--- src/rtl/fetch_sequencer_if.sv ---
// Fetch sequencer bus: run/resume control, instruction handshake and PC/status outputs.
// master = the sequencer, slave = the instruction source / tile environment.
interface fetch_sequencer_if #(
    parameter int PC_W = 8,
    parameter int IW   = 8
);
    logic            run;
    logic            resume;
    logic [IW-1:0]   instr_in;
    logic            instr_valid;
    logic            instr_req;
    logic            idle;
    logic            halted;
    logic [PC_W-1:0] pc;
    logic [IW-3:0]   cnt;

    modport master (
        input  run, resume, instr_in, instr_valid,
        output instr_req, idle, halted, pc, cnt
    );

    modport slave (
        output run, resume, instr_in, instr_valid,
        input  instr_req, idle, halted, pc, cnt
    );
endinterface

--- src/rtl/fetch_sequencer.sv ---
// Instruction-fetch sequencer: IDLE -> FETCH -> EXEC loop with NOP/JMP/LDC/DJNZ and HALT word.
// Define FETCH_SEQ_DJNZ_EN to enable the loop counter (LDC/DJNZ); otherwise those opcodes are NOPs.
module fetch_sequencer #(
    parameter int            PC_W    = 8,
    parameter int            IW      = 8,
    parameter logic [IW-1:0] HALT_OP = IW'(42)
) (
    input  logic             clk,
    input  logic             rst,
    fetch_sequencer_if.master bus
);
    localparam int CW = IW - 2;

    localparam logic [1:0] OP_JMP = 2'b01;
`ifdef FETCH_SEQ_DJNZ_EN
    localparam logic [1:0] OP_LDC  = 2'b10;
    localparam logic [1:0] OP_DJNZ = 2'b11;
`endif

    typedef enum logic [1:0] {
        S_IDLE,
        S_FETCH,
        S_EXEC,
        S_HALT
    } state_t;

    state_t          r_state, w_state_next;
    logic [PC_W-1:0] r_pc, w_pc_next;
    logic [IW-1:0]   r_ir, w_ir_next;
    logic [1:0]      w_op;
    logic [CW-1:0]   w_imm;
    logic [PC_W-1:0] w_target;

    assign w_op  = r_ir[IW-1:IW-2];
    assign w_imm = r_ir[IW-3:0];

    // Branch target: immediate zero-extended or truncated to the PC width.
    generate
        for (genvar gi = 0; gi < PC_W; gi++) begin : g_target
            if (gi < CW) begin : g_bit
                assign w_target[gi] = w_imm[gi];
            end else begin : g_zero
                assign w_target[gi] = 1'b0;
            end
        end
    endgenerate

`ifdef FETCH_SEQ_DJNZ_EN
    logic [CW-1:0] r_cnt, w_cnt_next, w_cnt_dec;
    assign w_cnt_dec = r_cnt - CW'(1);
`endif

    always_comb begin
        w_state_next = r_state;
        w_pc_next    = r_pc;
        w_ir_next    = r_ir;
`ifdef FETCH_SEQ_DJNZ_EN
        w_cnt_next   = r_cnt;
`endif
        case (r_state)
            S_IDLE: begin
                if (bus.run) w_state_next = S_FETCH;
            end
            S_FETCH: begin
                if (bus.instr_valid) begin
                    w_ir_next    = bus.instr_in;
                    w_pc_next    = r_pc + PC_W'(1);
                    w_state_next = S_EXEC;
                end
            end
            S_EXEC: begin
                if (r_ir == HALT_OP) begin
                    w_state_next = S_HALT;
                end else begin
                    w_state_next = S_IDLE;
                    case (w_op)
                        OP_JMP: w_pc_next = w_target;
`ifdef FETCH_SEQ_DJNZ_EN
                        OP_LDC: w_cnt_next = w_imm;
                        OP_DJNZ: begin
                            w_cnt_next = w_cnt_dec;
                            if (w_cnt_dec != '0) w_pc_next = w_target;
                        end
`endif
                        default: ;
                    endcase
                end
            end
            S_HALT: begin
                if (bus.resume) w_state_next = S_IDLE;
            end
            default: w_state_next = S_IDLE;
        endcase
    end

    always_ff @(posedge clk) begin
        if (rst) begin
            r_state <= S_IDLE;
            r_pc    <= '0;
            r_ir    <= '0;
        end else begin
            r_state <= w_state_next;
            r_pc    <= w_pc_next;
            r_ir    <= w_ir_next;
        end
    end

`ifdef FETCH_SEQ_DJNZ_EN
    always_ff @(posedge clk) begin
        if (rst) r_cnt <= '0;
        else     r_cnt <= w_cnt_next;
    end
    assign bus.cnt = r_cnt;
`else
    assign bus.cnt = '0;
`endif

    assign bus.instr_req = (r_state == S_FETCH);
    assign bus.idle      = (r_state == S_IDLE);
    assign bus.halted    = (r_state == S_HALT);
    assign bus.pc        = r_pc;
endmodule

--- src/flat_wrapper.sv ---
// flat-port wrapper written by rule: the top's interface ports become plain ports
module fetch_sequencer_flat 
#(
    parameter int            PC_W    = 8,
    parameter int            IW      = 8,
    parameter logic [IW-1:0] HALT_OP = IW'(42)
)
  (clk, rst, bus_run, bus_resume, bus_instr_in, bus_instr_valid, bus_instr_req, bus_idle, bus_halted, bus_pc, bus_cnt);
  fetch_sequencer_if #(.PC_W(PC_W), .IW(IW)) bus_i ();
  input  logic clk;
  input  logic rst;
  input wire logic [$bits(bus_i.run)-1:0] bus_run;
  input wire logic [$bits(bus_i.resume)-1:0] bus_resume;
  input wire logic [$bits(bus_i.instr_in)-1:0] bus_instr_in;
  input wire logic [$bits(bus_i.instr_valid)-1:0] bus_instr_valid;
  output wire logic [$bits(bus_i.instr_req)-1:0] bus_instr_req;
  output wire logic [$bits(bus_i.idle)-1:0] bus_idle;
  output wire logic [$bits(bus_i.halted)-1:0] bus_halted;
  output wire logic [$bits(bus_i.pc)-1:0] bus_pc;
  output wire logic [$bits(bus_i.cnt)-1:0] bus_cnt;
  assign bus_i.run = bus_run;
  assign bus_i.resume = bus_resume;
  assign bus_i.instr_in = bus_instr_in;
  assign bus_i.instr_valid = bus_instr_valid;
  assign bus_instr_req = bus_i.instr_req;
  assign bus_idle = bus_i.idle;
  assign bus_halted = bus_i.halted;
  assign bus_pc = bus_i.pc;
  assign bus_cnt = bus_i.cnt;
  fetch_sequencer #(.PC_W(PC_W), .IW(IW), .HALT_OP(HALT_OP)) u_core (.clk(clk), .rst(rst), .bus(bus_i));
endmodule
--- config.mk ---
export PLATFORM = sky130hd
export DESIGN_NAME = fetch_sequencer_flat
export DESIGN_NICKNAME = d
export VERILOG_FILES = /design/src/rtl/fetch_sequencer_if.sv /design/src/rtl/fetch_sequencer.sv /design/src/flat_wrapper.sv
export SDC_FILE = /design/constraint.sdc
export NUM_CORES = 1
export LEC_CHECK = 0
export CAP_MARGIN = 20
export CORE_MARGIN = 3
export CORE_UTILIZATION = 40
export DETAILED_ROUTE_END_ITERATION = 7
export DONT_BUFFER_PORTS = 1
export MAX_ROUTING_LAYER = met4
export PLACE_DENSITY = 0.62
export SYNTH_ARGS = -nofsm -noshare
export SYNTH_HDL_FRONTEND = slang
export SYNTH_SLANG_ARGS = --single-unit
--- constraint.sdc ---
create_clock -name clk -period 1.4 [get_ports clk]
set_clock_uncertainty 0.1 [all_clocks]
set_input_delay 0.28 -clock clk [delete_from_list [all_inputs] [get_ports clk]]
set_output_delay 0.28 -clock clk [all_outputs]
set_load 0.005 [all_outputs]
==> impl_metrics.tcl <==
set metrics [dict create \
    status "finished with violations" \
    violations "setup timing" \
    dp_slack_ns -0.0499 \
    period_share_pct 103 \
    overflow 0 \
    start_util_pct 43.2 \
    post-route-min-period_ns 1.45 \
    vias 907 \
    slew_headroom_pct 62.8 \
    placementRows 17 \
    routed_wl_mm 2.37 \
    async_reset_ff_share_pct 0 \
    synth.most_common_cell "nand2_1" \
    area_growth_pct 26.1 \
    yosys.area.top_type "dfxtp_1" \
    cp.required_ns 1.02 \
    nFillCells 234 \
    wl_met2_mm 1.26 \
    fmax_ghz 0.690 \
    clock_sinks 18 \
    core_sq_um 2250 \
    grt_pass1_vias 858 \
    clkLatencyLatePin_ns 0.29 \
    wl_met3_um 165 \
    crit_fanout 5 \
    die_w_um 55.4 \
    maxCapViolCount 0 \
    min-delay-path-class "in -> reg" \
    antenna_found_initial 0 \
    worst_pin_slew_ns 0.556 \
    utilization_pct 54.5 \
    path_class "reg -> out" \
    top_layer_used "met4" \
    final_layout_size_suffix_gt1_share_pct 23.6 \
    antennaDiodeCount 0 \
    grt_max_degree 16 \
    start_kind "flop" \
    wl_per_cell_um 13.8 \
    yosysSeqAreaShare_pct 37.0 \
    yosys_most_used_dff "dfxtp_1" \
    place_inst 158 \
    routabilityCongestion 0.818 \
    drtIter0Drc 15 \
    antenna_left 0 \
    synth_edf_count 0 \
    synth_top_area_share_pct 37.0 \
    finalPower_mw 1.23 \
    end_kind "output port" \
    synth_cells 121 \
    dp_hpwl_mm 1.65 \
    syn_area_per_cell_sq_um 8.06 \
    met1_length_um 935 \
    synth.area.top_cells "dfxtp_1 (37%), nand2_1 (8.9%), a21oi_1 (8.2%), buf_4 (4.6%), a211oi_1 (3.1%)" \
    placed_area_sq_um 1070 \
    p_leak_nw 0.479 \
    power_density_nw_per_um2 1000 \
    synth.distinct_cells 36 \
    dr.pass1.iters 4 \
    setup_violations 3 \
    dieArea_sq_um 3070 \
    post-route-cell-area_sq_um 1230 \
    cts_max_path_buffers 2 \
    slew_violations 0 \
    fin_cells 172 \
    clkSlewWorstSetupHoldPaths_ns 0.10 \
    place.port_buffers 0 \
    fin_nets 159 \
    io_pins 30 \
    yosys-top-cells-count "nand2_1 (23), dfxtp_1 (18), a21oi_1 (16), buf_4 (6), nor2_1 (6)" \
    dieHeight_um 55.4 \
    cts_tree "yes" \
    synth-seq-cells 18 \
    cts_made_buffers 3 \
    viasPerCell 5.27 \
    arrival_ns 1.07 \
    drc_errors 0 \
    hold_violations 0 \
    ctsHtreeMaxLevel 1 \
    grt_pass1_wl_mm 4.01 \
    cts_root_buffer "clkbuf_4" \
    yosysWarnings 0 \
    rsz0062_at_grt "true" \
    grt_usage_pct 16.6 \
    synth_area_sq_um 975 \
    setup_slack_ns -0.0485 \
    ir_worst_vdd_uv 757 \
]
power breakdown:
group	internal [mW]	leakage [nW]	total, mW	switching, mW
clock	0.158	0.0210	0.320	0.161
sequential	0.550	0.147	0.585	0.0350
combinational	0.170	0.310	0.327	0.157
metrics by stage:
stage | hold WS, ns | setup TNS (ns)
3_3_place_gp | 0.251 | -0.00722
3_5_place_dp | 0.254 | -0.234
4_1_cts | 0.00223 | -0.0986
2_1_floorplan | 0.316 | 0
6_report | 0.0114 | -0.105
5_1_grt | 0.00339 | -0.791
timing repair:
item,4_1_cts,5_1_grt
hold buffers,1,4
endpoints found under the setup margin,12,13
resized for setup,10,4
buffers inserted,5,0
pin swaps,2,3
endpoints found under the hold margin,15,4
critical path, stage by stage, from the launching register on:
cell and delay (ns):
dfxtp_2 0.35, buf_6 0.12, or2_4 0.25, inv_2 0.06
layer usage:
layer | global-route usage (%) | up-vias
met2 | 26.5 | 31
met4 | 3.13 | 0
met5 | - | -
li1 | - | 452
met1 | 20.4 | 422
met3 | 5.84 | 2
kinds of logic after synthesis:
kind of cell | count (synthesis) | share of synthesized area, %
AO/OA/AOI/OAI | 30 | 20.4
XOR/XNOR | 2 | 1.80
adder cells (fa/ha/maj) | 1 | 1.28
buffers and inverters | 13 | 7.57
flip-flops | 18 | 37.0
other | 1 | 0.385
AND/OR/NAND/NOR | 56 | 31.6
final cells by class:
cell class / instances / area, sq um / share of cell area (%)
Timing Repair Buffer: 24 / 200 / 16.3
Multi-Input combinational cell: 95 / 581 / 47.3
Sequential cell: 18 / 365 / 29.7
Tap cell: 28 / 35.0 / 2.85
Clock buffer: 4 / 36.3 / 2.95
Inverter: 3 / 11.3 / 0.916
state kept, by name, indices dropped and copies added (netlist names):
register        flops
u_core.bus.pc       8
u_core.r_ir         8
u_core.r_state      2
placed cells by master (no fill, tap or decap), drive strengths merged, types with 2 or more instances in the layout:
cell type	netlist	final
nand3b	2	2
dfxtp	18	18
buf	9	19
a21oi	16	16
clkbuf	1	4
and2b	2	2
nand3	5	5
xnor2	2	2
a211oi	4	4
o21ai	4	4
nor2	6	6
inv	3	3
nand2	23	23
nor3	3	3
dlygate4sd3	0	5
and2	4	4
nand2b	2	2
conb	1	6
or2	2	2
final timing paths:
| kind | slack [ns] | to | start | cells after the start |
|---|---|---|---|---|
| setup / recovery | -0.05 | bus_idle | u_core.r_state[1] | 3 |
| hold / removal | 0.01 | u_core.r_ir[0] | bus_instr_in[0] | 2 |
| setup reg to reg | -0.04 | u_core.r_state[1] | u_core.r_state[1] | 5 |
| hold reg to reg | 0.38 | u_core.r_ir[1] | u_core.r_ir[1] | 2 |
Power figures use the tool's default switching activity.
